===== src/rtl/tx_arbiter_pkg.sv =====
// Shared definitions for the UART transmit arbiter: FSM encoding and default sizes.
package tx_arbiter_pkg;

   localparam int NB_DATA_DEF = 8;
   localparam int N_REQ_DEF   = 2;
   localparam int NB_STATE    = 2;

   typedef enum logic [NB_STATE-1:0] {
      ST_IDLE      = 2'b00,
      ST_START     = 2'b01,
      ST_WAIT_DONE = 2'b10
   } state_e;

   function automatic int grant_width(input int n);
      return (n > 1) ? $clog2(n) : 1;
   endfunction

endpackage


===== src/rtl/tx_req_slot.sv =====
// One-byte holding slot for a single requester; a clear in the same cycle as a new
// offer frees room for that offer, so it is captured instead of counted as an overrun.
module tx_req_slot
   import tx_arbiter_pkg::*;
#(
   parameter int NB_DATA = NB_DATA_DEF
)(
   input  logic               i_clk,
   input  logic               i_reset,
   input  logic               i_valid,
   input  logic [NB_DATA-1:0] i_data,
   input  logic               i_clear,
   output logic               o_busy,
   output logic [NB_DATA-1:0] o_data,
   output logic               o_overrun
);

   logic               busy_q, busy_d;
   logic [NB_DATA-1:0] data_q, data_d;
   logic               overrun_q, overrun_d;

   // slot state register
   always_ff @(posedge i_clk or posedge i_reset) begin
      if (i_reset) begin
         busy_q    <= 1'b0;
         data_q    <= '0;
         overrun_q <= 1'b0;
      end else begin
         busy_q    <= busy_d;
         data_q    <= data_d;
         overrun_q <= overrun_d;
      end
   end

   // capture / clear / overrun priority
   always_comb begin
      busy_d    = busy_q;
      data_d    = data_q;
      overrun_d = overrun_q;
      if (i_clear) begin
         busy_d = i_valid;
         if (i_valid) begin
            data_d = i_data;
         end else begin
            data_d = data_q;
         end
      end else if (i_valid) begin
         if (busy_q) begin
            overrun_d = 1'b1;
         end else begin
            busy_d = 1'b1;
            data_d = i_data;
         end
      end else begin
         busy_d = busy_q;
      end
   end

   assign o_busy    = busy_q;
   assign o_data    = data_q;
   assign o_overrun = overrun_q;

endmodule


===== src/rtl/tx_arbiter.sv =====
// Round-robin arbiter draining per-requester byte slots into one UART transmitter,
// with a watchdog that abandons a frame whose done tick never arrives.
module tx_arbiter
   import tx_arbiter_pkg::*;
#(
   parameter int NB_DATA    = NB_DATA_DEF,
   parameter int N_REQ      = N_REQ_DEF,
   parameter int NB_TIMEOUT = 17
)(
   input  logic                     i_clk,
   input  logic                     i_reset,
   input  logic [N_REQ-1:0]         i_req_valid,
   input  logic [N_REQ*NB_DATA-1:0] i_req_data,
   output logic [N_REQ-1:0]         o_req_busy,
   output logic [N_REQ-1:0]         o_req_ack,
   output logic [N_REQ-1:0]         o_overrun,
   input  logic                     i_tx_done_tick,
   output logic                     o_tx_start,
   output logic [NB_DATA-1:0]       o_tx_data,
   output logic                     o_timeout
);

   localparam int GW = grant_width(N_REQ);

   state_e                  state_q, state_d;
   logic [GW-1:0]           grant_q, grant_d;
   logic [GW-1:0]           last_grant_q, last_grant_d;
   logic [NB_DATA-1:0]      tx_data_q, tx_data_d;
   logic                    tx_start_q, tx_start_d;
   logic [N_REQ-1:0]        ack_q, ack_d;
   logic                    timeout_q, timeout_d;
   logic [NB_TIMEOUT-1:0]   wdog_q, wdog_d;

   logic [N_REQ-1:0]        busy_s;
   logic [N_REQ-1:0]        clear_s;
   logic [NB_DATA-1:0]      slot_data_s [N_REQ];
   logic                    pick_found_s;
   logic [GW-1:0]           pick_idx_s;
   logic [GW:0]             scan_sum_s;

   for (genvar k = 0; k < N_REQ; k++) begin : g_slot
      tx_req_slot #(.NB_DATA(NB_DATA)) u_slot (
         .i_clk     (i_clk),
         .i_reset   (i_reset),
         .i_valid   (i_req_valid[k]),
         .i_data    (i_req_data[k*NB_DATA +: NB_DATA]),
         .i_clear   (clear_s[k]),
         .o_busy    (busy_s[k]),
         .o_data    (slot_data_s[k]),
         .o_overrun (o_overrun[k])
      );
   end

   // round-robin scan; walking offsets downward lets the nearest busy slot win
   always_comb begin
      pick_found_s = 1'b0;
      pick_idx_s   = '0;
      scan_sum_s   = '0;
      for (int i = N_REQ; i >= 1; i--) begin
         scan_sum_s = {1'b0, last_grant_q} + (GW+1)'(i);
         if (scan_sum_s >= (GW+1)'(N_REQ)) begin
            scan_sum_s = scan_sum_s - (GW+1)'(N_REQ);
         end else begin
            scan_sum_s = scan_sum_s;
         end
         if (busy_s[scan_sum_s[GW-1:0]]) begin
            pick_found_s = 1'b1;
            pick_idx_s   = scan_sum_s[GW-1:0];
         end else begin
            pick_found_s = pick_found_s;
         end
      end
   end

   // arbiter state register
   always_ff @(posedge i_clk or posedge i_reset) begin
      if (i_reset) begin
         state_q      <= ST_IDLE;
         grant_q      <= '0;
         last_grant_q <= GW'(N_REQ-1);
         tx_data_q    <= '0;
         tx_start_q   <= 1'b0;
         ack_q        <= '0;
         timeout_q    <= 1'b0;
         wdog_q       <= '0;
      end else begin
         state_q      <= state_d;
         grant_q      <= grant_d;
         last_grant_q <= last_grant_d;
         tx_data_q    <= tx_data_d;
         tx_start_q   <= tx_start_d;
         ack_q        <= ack_d;
         timeout_q    <= timeout_d;
         wdog_q       <= wdog_d;
      end
   end

   // next-state logic; tx_start is raised on entry to START so it is a flop output
   always_comb begin
      state_d      = state_q;
      grant_d      = grant_q;
      last_grant_d = last_grant_q;
      tx_data_d    = tx_data_q;
      tx_start_d   = 1'b0;
      ack_d        = '0;
      timeout_d    = timeout_q;
      wdog_d       = wdog_q;
      clear_s      = '0;
      case (state_q)
         ST_IDLE: begin
            if (pick_found_s) begin
               grant_d    = pick_idx_s;
               tx_data_d  = slot_data_s[pick_idx_s];
               tx_start_d = 1'b1;
               state_d    = ST_START;
            end else begin
               state_d = ST_IDLE;
            end
         end
         ST_START: begin
            wdog_d  = '0;
            state_d = ST_WAIT_DONE;
         end
         ST_WAIT_DONE: begin
            if (i_tx_done_tick) begin
               clear_s[grant_q] = 1'b1;
               ack_d[grant_q]   = 1'b1;
               last_grant_d     = grant_q;
               state_d          = ST_IDLE;
            end else if (wdog_q == {NB_TIMEOUT{1'b1}}) begin
               clear_s[grant_q] = 1'b1;
               timeout_d        = 1'b1;
               last_grant_d     = grant_q;
               state_d          = ST_IDLE;
            end else begin
               wdog_d = wdog_q + NB_TIMEOUT'(1'b1);
            end
         end
         default: begin
            state_d = ST_IDLE;
         end
      endcase
   end

   assign o_req_busy = busy_s;
   assign o_req_ack  = ack_q;
   assign o_tx_start = tx_start_q;
   assign o_tx_data  = tx_data_q;
   assign o_timeout  = timeout_q;

endmodule


===== config.mk =====
export PLATFORM = sky130hd
export DESIGN_NAME = tx_arbiter
export DESIGN_NICKNAME = d
export VERILOG_FILES = /design/src/rtl/tx_arbiter_pkg.sv /design/src/rtl/tx_req_slot.sv /design/src/rtl/tx_arbiter.sv
export SDC_FILE = /design/constraint.sdc
export NUM_CORES = 1
export LEC_CHECK = 0
export CAP_MARGIN = 20
export CORE_ASPECT_RATIO = 0.7
export CORE_MARGIN = 4
export CORE_UTILIZATION = 52
export DETAILED_ROUTE_END_ITERATION = 10
export GPL_ROUTABILITY_DRIVEN = 0
export PLACE_DENSITY = 0.78
export SLEW_MARGIN = 20
export SYNTH_ARGS = -nofsm -noshare
export SYNTH_HDL_FRONTEND = slang
export SYNTH_SLANG_ARGS = --single-unit

===== constraint.sdc =====
create_clock -name i_clk -period 3.2 [get_ports i_clk]
set_input_delay 0.64 -clock i_clk [delete_from_list [all_inputs] [get_ports i_clk]]
set_output_delay 0.64 -clock i_clk [all_outputs]
set_load 0.03 [all_outputs]

* Word level (Yosys, flattened, before mapping)
Cells that the tools add are included.
** Operators by class
- Muxes and demuxes :: 43
- Bitwise operators :: 4
- $add $sub $neg :: 5
- Order comparisons :: 7
- Equality and inequality tests :: 8
- Reductions and logical operators :: 14
** Operator list (count)
- $mux W8 :: 11
- $mux W17 :: 2
- $pmux W17 S2 :: 1
- $mux W1 :: 20
- $add A17 B1 Y17 const B :: 1
- $eq A17 B17 Y1 const B :: 1
- $mux W2 :: 7
- $reduce_and A3 Y1 :: 4
- $ne A2 B2 Y1 const B :: 4
- $reduce_and A2 Y1 :: 4
- $reduce_bool A2 Y1 :: 4
- $ge A2 B2 Y1 const B :: 3
- $lt A1 B2 Y1 const B :: 3
- $pmux W2 S3 :: 1
- $ne A3 B3 Y1 const B :: 1
- $not A1 Y1 :: 3
- $add A1 B1 Y2 const B :: 1
- $add A1 B2 Y2 const B :: 1
- $eq A2 B1 Y1 const B :: 1
- $eq A2 B2 Y1 const B :: 1
- $logic_not A2 Y1 :: 1
- $not A1 Y2 :: 1
- $sub A1 B1 Y1 const B :: 2
- $demux W1 S1 :: 1
- 2 further kinds :: 2
** Word-level totals
- Register bits after elaboration :: 53
- Output and inout port bits :: 16
- Logic and storage cells :: 95
- Input port bits :: 21

* Longest topological paths before layout
- Depth in word-level cells :: 11
- Gate-level depth with buffers :: 10
- Gate-level depth less buffers :: 9

* By module
From an unflattened synthesis, not the netlist that was laid out.
** Unflattened totals
- Cell total of the unflattened synthesis :: 199
- Area, all modules :: 2393.5 um2
** Modules (own cells, without submodules)
- tx_arbiter :: cells each 151, instances 1, area each 1565.3 um2, seq. area each 827.0 um2
- tx_req_slot :: cells each 24, instances 2, area each 414.1 um2, seq. area each 250.2 um2

* Worst setup path after synthesis
OpenSTA, ideal clock, no wires.
- Path kind :: reg2reg
- Start point :: reg wdog_q[0]
- End point :: reg wdog_q[13]
- Setup time :: 0.078 ns
- Cell stages (with the launch flop) :: 11
- Period minus slack after synthesis :: 2.848 ns
- Arrival :: 2.770 ns
- Buffers on the path :: 1
- Required time :: 3.122 ns
- Slack :: 0.352 ns
- Path through :: dfrtp_1 -> ha_1 -> and4_1 -> nand3_1 -> nor2_1 -> ha_1 -> or4b_4 -> or4_1 -> buf_2 -> or3_1 -> a21oi_1
** On the way
- Cells in the longest elaborated chain, start to end :: 4
- Elaborated cells between the ends (all ways) :: 7
** RTL lines
- from (decl) :: line tx_arbiter.sv:32 : logic [NB_TIMEOUT-1:0] wdog_q, wdog_d;
- from (signal assigned) :: line tx_arbiter.sv:94 : wdog_q <= wdog_d;
- $add A17 B1 Y17 :: line tx_arbiter.sv:136 : wdog_d = wdog_q + NB_TIMEOUT'(1'b1);
- $mux W17 :: line tx_arbiter.sv:130 : end else if (wdog_q == {NB_TIMEOUT{1'b1}}) begin
- $mux W17 :: line tx_arbiter.sv:125 : if (i_tx_done_tick) begin
- $pmux W17 S2 :: line tx_arbiter.sv:109 : case (state_q)
Parallel ways exist; a longest one is shown, timed or not. The select of a mux whose other input is x is not followed.
A chain may end at the register's enable or synchronous reset.

* Worst setup path after layout
- Start point :: reg wdog_q[0]
- End point :: reg wdog_q[11]
The elaborated chain is that of the path after synthesis.

==> results.toml <==
[status]
status = "finished clean"

[cts]
cts.clk_slew.worst_paths_ps = 100
cts_buffer_depth = 2
cts_buffers = 5
tritoncts = "built"
cts.sinks = 53
clock_latency_ps = 300
cts_setup_buffers = 0
cts-resized-gates = 0
cts_max_level = 2
root_buffer = "clkbuf_8"
hold_buffers = 0

[yosys]
synth_area_sq_mm = 0.00229
ys.flop_type = "dfrtp_1"
ys_seq_area_share_pct = 57.9
yosys.area.top_type_share_pct = 56.7
ys_ff_latch = 53
synth-edff-count = 0
yosys-top-cells-area = "dfrtp_1 (57%), mux2_2 (7.9%), mux2i_1 (3.9%)"
syn_inst = 205
yosys.area.top_type = "dfrtp_1"
syn_area_per_cell_sq_um = 11.2
ys_warn_count = 0
syn-num-nets = 228
async_flop_share_pct = 100
synth.distinct_cells = 34

[timing]
finalSetupViolations = 0
slew_viol_final = 0
finalCriticalPeriod_ps = 2980
hold_ws_ps = 470
rsz0062_at_grt = "false"
max_freq_ghz = 0.336
fin_crit_sh_pct = 93.0
finalHoldViolations = 0
worst_slack_ps = 223
fin_tns_setup_ps = 0
tightest_slew_ps = 890
finalClockSkew_ps = 4.95
max-slew-margin-rel_pct = 40.4

[critical_path]
reg2reg_depth = 9
path_class = "reg -> reg"
cp-start-kind = "flop"
end_kind = "flop"
crit_fanout = 8
arrival_ps = 3200
cp.required_ps = 3430

[placement]
pre_cts_slack_ps = 254
hpwlAfterDp_um = 3310
dp.cells = 290
portBuffers = 36

[flow_run]
maxCapViolCount = 0

[layout]
diodes = 0
multi_input_area_sq_um = 887
seq_area_sq_mm = 0.00133
layout-area-overhead-vs-synth_pct = 24.2
final_cell_mix = "dfrtp_1 (52), clkdlybuf4s50_1 (36), nand2_1 (24)"
final_cells = 298
final_util_pct = 69.7
layout-drive-gt1-share_pct = 14.2
finalNetCount = 268
final_common_cell = "dfrtp_1"
fillers = 297

[drt]
met1_length_um = 2180
wirelength_um = 4370
dr_wl_met3_um = 190
drt_pass1_iterations = 4
wl_met2_um = 1970
routed.top_layer = "met4"
drtIter0Drc = 147
wire_per_inst_um = 14.7
final_antenna_net_count = 0
viasPerCell = 5.34
via_count = 1592
route.detailed.drc = 0

[pwr]
powerDensity_mw_per_mm2 = 815
ir_drop_uv = 505
leakagePower_nw = 1.28

[global_routing]
grt_max_degree = 33
overflow = 0
grt_antenna_before_repair = 0
grt_pass1_wl_um = 7490
grt_use_total_pct = 17.4
grt_pass1_vias = 1592

[die]
ios = 37
core_sq_mm = 0.00409
die_h_um = 63.6
die_area_sq_mm = 0.00556
die_x_um = 87.4
initial_core_util_pct = 56.1
rows = 19

[worst_hold_path]
hold_path_class = "reg -> reg"
whs_path_depth = 1
## area by class of cell
type / count / share of cell area [%]
repair buffers: 42 / 14.2
multi-input cells: 135 / 31.1
well taps: 52 / 2.28
flip-flops and latches: 53 / 46.6
clock buffers: 5 / 2.42
inverters: 8 / 1.05
clock inverters: 3 / 2.28
## per-layer routing
| metal | up-vias | track usage (%) |
|---|---|---|
| met3 | 2 | 3.65 |
| met1 | 762 | 24.6 |
| met2 | 36 | 26.6 |
| li1 | 792 | - |
| met4 | 0 | 5.75 |
| met5 | - | 0 |
## path summary, 6_finish.rpt
path / start / endpoint / slack, ps
worst max register to register: wdog_q[0] / wdog_q[11] / 220
worst min register to register: g_slot[1].u_slot.o_overrun / g_slot[1].u_slot.o_overrun / 470
max in group asynchronous: i_reset / wdog_q[14] / 1840
worst min-delay path: g_slot[1].u_slot.o_overrun / g_slot[1].u_slot.o_overrun / 470
worst max-delay path: wdog_q[0] / wdog_q[11] / 220
min in group asynchronous: i_reset / g_slot[0].u_slot.o_data[0] / 730
## registers in the layout, indices dropped and copies added, names as in the netlist
name	flops
grant_q	1
o_tx_start	1
state_q	2
wdog_q	17
g_slot.u_slot.o_busy	2
last_grant_q	1
o_req_ack	2
o_timeout	1
g_slot.u_slot.o_data	16
g_slot.u_slot.o_overrun	2
o_tx_data	8
## Yosys cell counts (all sizes together) (2+ instances only)
cell / number
dfrtp: 52
nand2: 24
mux2: 16
o21ai: 16
nor2: 12
nand3: 10
mux2i: 9
inv: 8
buf: 6
a21oi: 5
nor3: 5
or3: 5
nand4: 4
xnor2: 4
xor2: 4
and4: 3
clkbuf: 3
nand2b: 3
ha: 2
nor4: 2
o31ai: 2
## power by group
| group | internal (W) | leakage, nW | switching, W | total, W |
|---|---|---|---|---|
| combinational | 0.000360 | 0.550 | 0.000436 | 0.000797 |
| sequential | 0.000876 | 0.665 | 0.000121 | 0.000997 |
| clock | 0.000311 | 0.0681 | 0.000216 | 0.000527 |
## cell families (layout without fill, tap and decap cells)
group / Yosys count / count (layout) / share of synthesized area, %
AND/OR/NAND/NOR: 73 / 73 / 16.0
flip-flops: 53 / 53 / 57.9
AO/OA/AOI/OAI: 27 / 27 / 6.71
multiplexers: 25 / 25 / 11.8
buffers and inverters: 17 / 58 / 3.49
XOR/XNOR: 8 / 8 / 3.05
adder cells (fa/ha/maj): 2 / 2 / 1.09
## worst max-delay path, stage by stage (launching register included)
cell     delay (ps)
dfrtp_1         420
ha_1            240
and4_1          190
nand3_1          90
nor2_1           40
ha_1            210
or4b_4          540
or4_1           650
or3_1           380
a21oi_1         150
## through the flow
stage,instance area [sq um],power [W]
finish,2850,0.00232
global route,2850,0.00246
CTS,2850,0.00233
detailed placement,2720,0.00181
global placement,2720,0.00177
floorplan,2290,0.00152
No activity file was read; power rests on OpenSTA's default activity.
